## config.mk

```make
export PLATFORM = sky130hd
export DESIGN_NAME = mem_port_arb
export DESIGN_NICKNAME = d
export VERILOG_FILES = /design/src/rtl/mem_port_arb_pkg.sv /design/src/rtl/arb_rsp_pipe.sv /design/src/rtl/mem_port_arb.sv
export SDC_FILE = /design/constraint.sdc
export NUM_CORES = 1
export LEC_CHECK = 0
export BUFFER_PORTS_ARGS = -buffer_cell sky130_fd_sc_hd__buf_4
export CAP_MARGIN = 30
export CORE_MARGIN = 2
export CORE_UTILIZATION = 32
export DETAILED_ROUTE_END_ITERATION = 10
export GPL_TIMING_DRIVEN = 1
export PLACE_DENSITY = 0.78
export RECOVER_POWER = 50
export SETUP_SLACK_MARGIN = 0.02
export SLEW_MARGIN = 20
export SYNTH_ARGS = -nofsm -noshare
export SYNTH_HDL_FRONTEND = slang
export SYNTH_SLANG_ARGS = --single-unit
export TNS_END_PERCENT = 50
```

## constraint.sdc

```tcl
create_clock -name clk -period 1.6 [get_ports clk]
set_input_delay 0.32 -clock clk [delete_from_list [all_inputs] [get_ports clk]]
set_output_delay 0.32 -clock clk [all_outputs]
set_load 0.05 [all_outputs]
```

## src/rtl/mem_port_arb_pkg.sv

```systemverilog
// Shared types and constants for the two-requester memory port arbiter.
package mem_port_arb_pkg;

   localparam int unsigned REQ_N      = 2;
   localparam int unsigned RD_LATENCY = 2;
   localparam int unsigned LOCK_MAX   = 3;
   localparam int unsigned LOCK_CNT_W = 2;
   localparam int unsigned ADDR_W     = 16;
   localparam int unsigned DATA_W     = 16;
   localparam int unsigned WADDR_W    = ADDR_W - 1;

   typedef enum logic [1:0] {
      IDLE = 2'd0,
      OWN0 = 2'd1,
      OWN1 = 2'd2
   } arb_state_t;

   // Read-response tag carried down the latency pipe.
   typedef struct packed {
      logic valid;
      logic id;
   } rsp_tag_t;

   function automatic logic [REQ_N-1:0] id_onehot(input logic id);
      return id ? 2'b10 : 2'b01;
   endfunction

endpackage

```

## src/rtl/arb_rsp_pipe.sv

```systemverilog
// Fixed-depth shift register of {valid,id} tags matching the memory read latency.
module arb_rsp_pipe
   import mem_port_arb_pkg::*;
#(
   parameter int unsigned DEPTH = RD_LATENCY
)
(
   input  logic     clk,
   input  logic     rst,
   input  rsp_tag_t tag_in,
   output rsp_tag_t tag_out
);

   rsp_tag_t stage [DEPTH];

   always_ff @(posedge clk) begin
      if (rst) begin
         for (int unsigned i = 0; i < DEPTH; i++) stage[i] <= '0;
      end else begin
         stage[0] <= tag_in;
         for (int unsigned i = 1; i < DEPTH; i++) stage[i] <= stage[i-1];
      end
   end

   assign tag_out = stage[DEPTH-1];

endmodule

```

## src/rtl/mem_port_arb.sv

```systemverilog
// Two-requester arbiter onto a single-ported data memory with 2-cycle read latency.
// Optional locked (multi-beat) ownership is enabled by defining MEM_ARB_LOCK_EN.
module mem_port_arb
   import mem_port_arb_pkg::*;
(
   input  logic               clk,
   input  logic               rst,
   input  logic [REQ_N-1:0]   reqValid,
   input  logic [REQ_N-1:0]   reqWEn,
   input  logic [REQ_N-1:0]   reqLock,
   input  logic [ADDR_W-1:0]  reqAddr0,
   input  logic [ADDR_W-1:0]  reqAddr1,
   input  logic [DATA_W-1:0]  reqWData0,
   input  logic [DATA_W-1:0]  reqWData1,
   output logic [REQ_N-1:0]   gnt,
   output logic [REQ_N-1:0]   rspValid,
   output logic [DATA_W-1:0]  rspData,
   output logic [WADDR_W-1:0] memRAddr,
   input  logic [DATA_W-1:0]  memRData,
   output logic               memWEn,
   output logic [WADDR_W-1:0] memWAddr,
   output logic [DATA_W-1:0]  memWData
);

   arb_state_t         state;
   logic               last_winner;
   logic [WADDR_W-1:0] raddr_q;
   logic               gnt_any;
   logic               gnt_id;
   logic               sel_we;
   logic [WADDR_W-1:0] sel_waddr;
   logic               rd_gnt;
   logic               wr_gnt;
   rsp_tag_t           rsp_tag;
   logic               unused_bits;

`ifdef MEM_ARB_LOCK_EN
   logic [LOCK_CNT_W-1:0] lock_cnt;
   logic                  sel_lock;
   assign sel_lock    = reqLock[gnt_id];
   assign unused_bits = ^{reqAddr0[0], reqAddr1[0]};
`else
   assign unused_bits = ^{reqAddr0[0], reqAddr1[0], reqLock};
`endif

   // Grant decision: owner-only while locked, otherwise lone requester or the non-last winner.
   always_comb begin
      gnt_any = 1'b0;
      gnt_id  = 1'b0;
      if (!rst) begin
         case (state)
            IDLE: begin
               if (&reqValid) begin
                  gnt_any = 1'b1;
                  gnt_id  = ~last_winner;
               end else if (reqValid[0]) begin
                  gnt_any = 1'b1;
                  gnt_id  = 1'b0;
               end else if (reqValid[1]) begin
                  gnt_any = 1'b1;
                  gnt_id  = 1'b1;
               end
            end
            OWN0: begin
               gnt_any = reqValid[0];
               gnt_id  = 1'b0;
            end
            OWN1: begin
               gnt_any = reqValid[1];
               gnt_id  = 1'b1;
            end
            default: ;
         endcase
      end
   end

   assign gnt       = gnt_any ? id_onehot(gnt_id) : '0;
   assign sel_we    = reqWEn[gnt_id];
   assign sel_waddr = gnt_id ? reqAddr1[ADDR_W-1:1] : reqAddr0[ADDR_W-1:1];
   assign rd_gnt    = gnt_any & ~sel_we;
   assign wr_gnt    = gnt_any & sel_we;

   assign memRAddr = rd_gnt ? sel_waddr : raddr_q;
   assign memWEn   = wr_gnt;
   assign memWAddr = sel_waddr;
   assign memWData = gnt_id ? reqWData1 : reqWData0;

   // Ownership FSM, round-robin history and read-address hold.
   always_ff @(posedge clk) begin
      if (rst) begin
         state       <= IDLE;
         last_winner <= 1'b1;
         raddr_q     <= '0;
`ifdef MEM_ARB_LOCK_EN
         lock_cnt    <= '0;
`endif
      end else begin
         raddr_q <= memRAddr;
         if (gnt_any) last_winner <= gnt_id;
`ifdef MEM_ARB_LOCK_EN
         case (state)
            IDLE: begin
               if (gnt_any && sel_lock) begin
                  state    <= gnt_id ? OWN1 : OWN0;
                  lock_cnt <= '0;
               end
            end
            OWN0, OWN1: begin
               if (!gnt_any || !sel_lock) begin
                  state <= IDLE;
               end else if (lock_cnt == LOCK_CNT_W'(LOCK_MAX - 1)) begin
                  // The locked beat that brings the count to LOCK_MAX ends ownership.
                  state    <= IDLE;
                  lock_cnt <= '0;
               end else begin
                  lock_cnt <= lock_cnt + LOCK_CNT_W'(1);
               end
            end
            default: state <= IDLE;
         endcase
`else
         state <= IDLE;
`endif
      end
   end

   arb_rsp_pipe #(.DEPTH(RD_LATENCY)) u_rsp_pipe (
      .clk     (clk),
      .rst     (rst),
      .tag_in  ({rd_gnt, gnt_id}),
      .tag_out (rsp_tag)
   );

   assign rspValid = (rsp_tag.valid && !rst) ? id_onehot(rsp_tag.id) : '0;
   assign rspData  = memRData;

endmodule

```

==> flow_summary.toml <==
[outcome]
outcome = "complete, but fails checks"
violations = "setup timing"

[critical_path]
cp_top_family = "buffers and inverters"
path_max_fanout = 6
slowest_stage = "dfxtp_2"
crit_chain = "a21bo_4 > nor2_8 > buf_12 > mux2i_1 > buf_4 > o21ai_4 > buf_8"
worst-endpoint-arrival_ns = 1.80
worstSetupEndpointType = "output port"
critPathMaxStageDelay_ns = 0.33
crit_buf_inv = 3
path_class = "reg2out"
worstPathRequired_ns = 1.28
cp-start-kind = "flop"
r2r_setup_slack_ns = -0.04

[timing]
worst_slew_pin_slew_ns = 0.295
holdWs_ns = 0.414
finalCritPeriodShare = 1.33
setup_tns_ns = -22.25
setup_ws_ns = -0.524
finalSetupViolCount = 52
hold_violations = 0
rsz0062_at_grt = "true"
maxSlewHeadroom = 0.803
fin_skew_ns = 0.00533
fmax_mhz = 471
fin_crit_ns = 2.12
drv_slew = 0

[min_path]
hold_class = "in2reg"

[synth]
ys_seq_area_frac = 0.274
synthCells = 175
synthFlopType = "dfxtp_1"
post_synth_num_cell_types = 26
syn-num-nets = 263
synth_top_area_cell = "dfxtp_1"
yosys-top-cells-area = "dfxtp_1, mux2_2, mux2i_1"
synth-seq-cells = 20
yosys-top-cells-count = "o21ai_0, dfxtp_1, nor2_1"
synth_async_sr_flop_share = 0
syn_area_per_cell_sq_um = 8.34
yosysMostFrequentCell = "o21ai_0"
synthesis.area_sq_mm = 0.00146
yosys_warnings = 0
synth_top_area_share = 0.274
synth-edff-count = 0

[clocking]
cts_root_buf = "clkbuf_8"
cts_sinks = 20
htreeDepth = 1
clkTransAtPathRegs_ns = 0.08
clk_latency_ns = 0.26
cts_tree = "built"
cts_made_buffers = 3
cts_buffer_depth = 2

[run]
drv_cap = 0

[finish]
fin_area_sq_mm = 0.00331
fin_cells = 371
syn_to_final_growth_pct = 127
drive_gt1_frac = 0.743
diodes = 0
final_nets = 408

[route]
wl_um = 5410
drc_errors = 0
drtIter0Drc = 51
vias_per_cell = 4.82
drtAntennaViolNets = 0
vias = 1790
drt-pass1-iter-count = 4
wl_per_cell_um = 14.6

[power]
finalPower_mw = 2.44
pwr-share-seq = 0.228
p_leak_nw = 1.54
p_clk_frac = 0.205
vdd_drop_max_uv = 880
switching_share = 0.382
p_per_area_mw_per_mm2 = 737
combinationalPowerShare = 0.567
p_switching_mw = 0.934
p_int_mw = 1.51

[global_route]
grt_util_all_layers = 0.175
grt-ovfl-total = 0
antenna_found_initial = 0
grt_pass1_wl_um = 7290
grt_pass1_vias = 1646
grt_start_max_net_pins = 31

[floorplan]
die_h_um = 71.5
die_w_um = 71.5
io_pins = 155
fp.dieArea_sq_mm = 0.00512
rows = 24
start_util = 0.333
coreArea_sq_mm = 0.00438

[placed_design]
gp_congestion = 0.679
dp_hpwl_um = 3390
dp_cells = 353
placed_cell_area_sq_mm = 0.00270
portBuffers = 118
## flip-flops by register name (all words and copies together), names as in the netlist
register,count
raddr_q,15
u_rsp_pipe.stage,4
last_winner,1
## power groups by stage
stage | clock (mW) | combinational [mW] | sequential (mW)
after floorplan | 0 | 0.825 | 0.565
after global placement | 0 | 1.14 | 0.567
after detailed placement | 0 | 1.15 | 0.569
after CTS | 0.508 | 1.24 | 0.558
after global routing | 0.536 | 1.45 | 0.563
final | 0.500 | 1.39 | 0.558
## per-layer routing
layer / global-route usage / share of wire
met1: 0.172 / 0.34
met2: 0.362 / 0.59
met3: 0.0478 / 0.067
met4: 0.0252 / 0.0043
met5: 0 / 0
## logic make-up (layout without fill, tap and decap cells)
group,Yosys count,in the layout,synth area share
mux,31,31,0.226
compound gates,50,50,0.222
flops,20,20,0.274
simple gates,30,30,0.106
buf+inv,44,188,0.171
## metrics by stage
stage | util | setup WS, ns
global route | 0.756 | -0.567
global placement | 0.616 | -0.296
CTS | 0.675 | -0.456
finish | 0.756 | -0.524
detailed placement | 0.616 | -0.330
floorplan | - | -0.166
## layout by cell type (no fill, tap or decap), types with 2 or more instances in the layout
cell	count
buf_12	5
o21ai_0	9
o21ai_2	5
nor2_1	17
a211oi_2	3
inv_2	11
clkbuf_16	3
mux2i_1	5
buf_6	40
mux2i_4	5
a211oi_1	12
inv_1	4
o21ai_4	10
mux2_4	8
buf_8	11
mux2_2	8
nand2_1	2
buf_4	109
nand2b_4	2
mux2i_2	5
o21ai_1	7
nor2b_1	3
dfxtp_1	19
nand3_1	2
clkbuf_8	3
## cell type report
type | instances | area (sq um)
Sequential cell | 20 | 402
Clock buffer | 3 | 41.3
Tap cell | 52 | 65.1
Fill cell | 300 | 1070
Inverter | 16 | 62.6
Timing Repair Buffer | 168 | 1610
Multi-Input combinational cell | 111 | 1100
Clock inverter | 1 | 30.0
## path summary, 6_finish.rpt
check / start / end / cells past startpoint
max: last_winner$_SDFFE_PP1P_ / memRAddr[11] / 7
min: reqValid[0] / u_rsp_pipe.stage[0][0]$_SDFF_PP0_ / 3
max reg2reg: last_winner$_SDFFE_PP1P_ / raddr_q[14]$_SDFF_PP0_ / 7
min reg2reg: u_rsp_pipe.stage[0][0]$_SDFF_PP0_ / u_rsp_pipe.stage[0][2]$_SDFF_PP0_ / 1
## worst register-to-register path, stage by stage, from the launching register on
cell and delay, ns:
dfxtp_2 0.33, a21bo_4 0.24, nor2_8 0.21, clkbuf_16 0.21, mux2i_4 0.26, buf_4 0.14
buf_4 0.09, a211oi_1 0.05
## what timing repair did
action / CTS / global route
pin swaps: 0 / 11
gates resized for setup: 49 / 51
cloned: 0 / 4
setup buffers: 0 / 10
endpoints found under the setup margin: 49 / 59
hold endpoints to repair: 0 / 0
hold buffers: 0 / 0
Note: power is estimated with default switching activity, not from simulation.
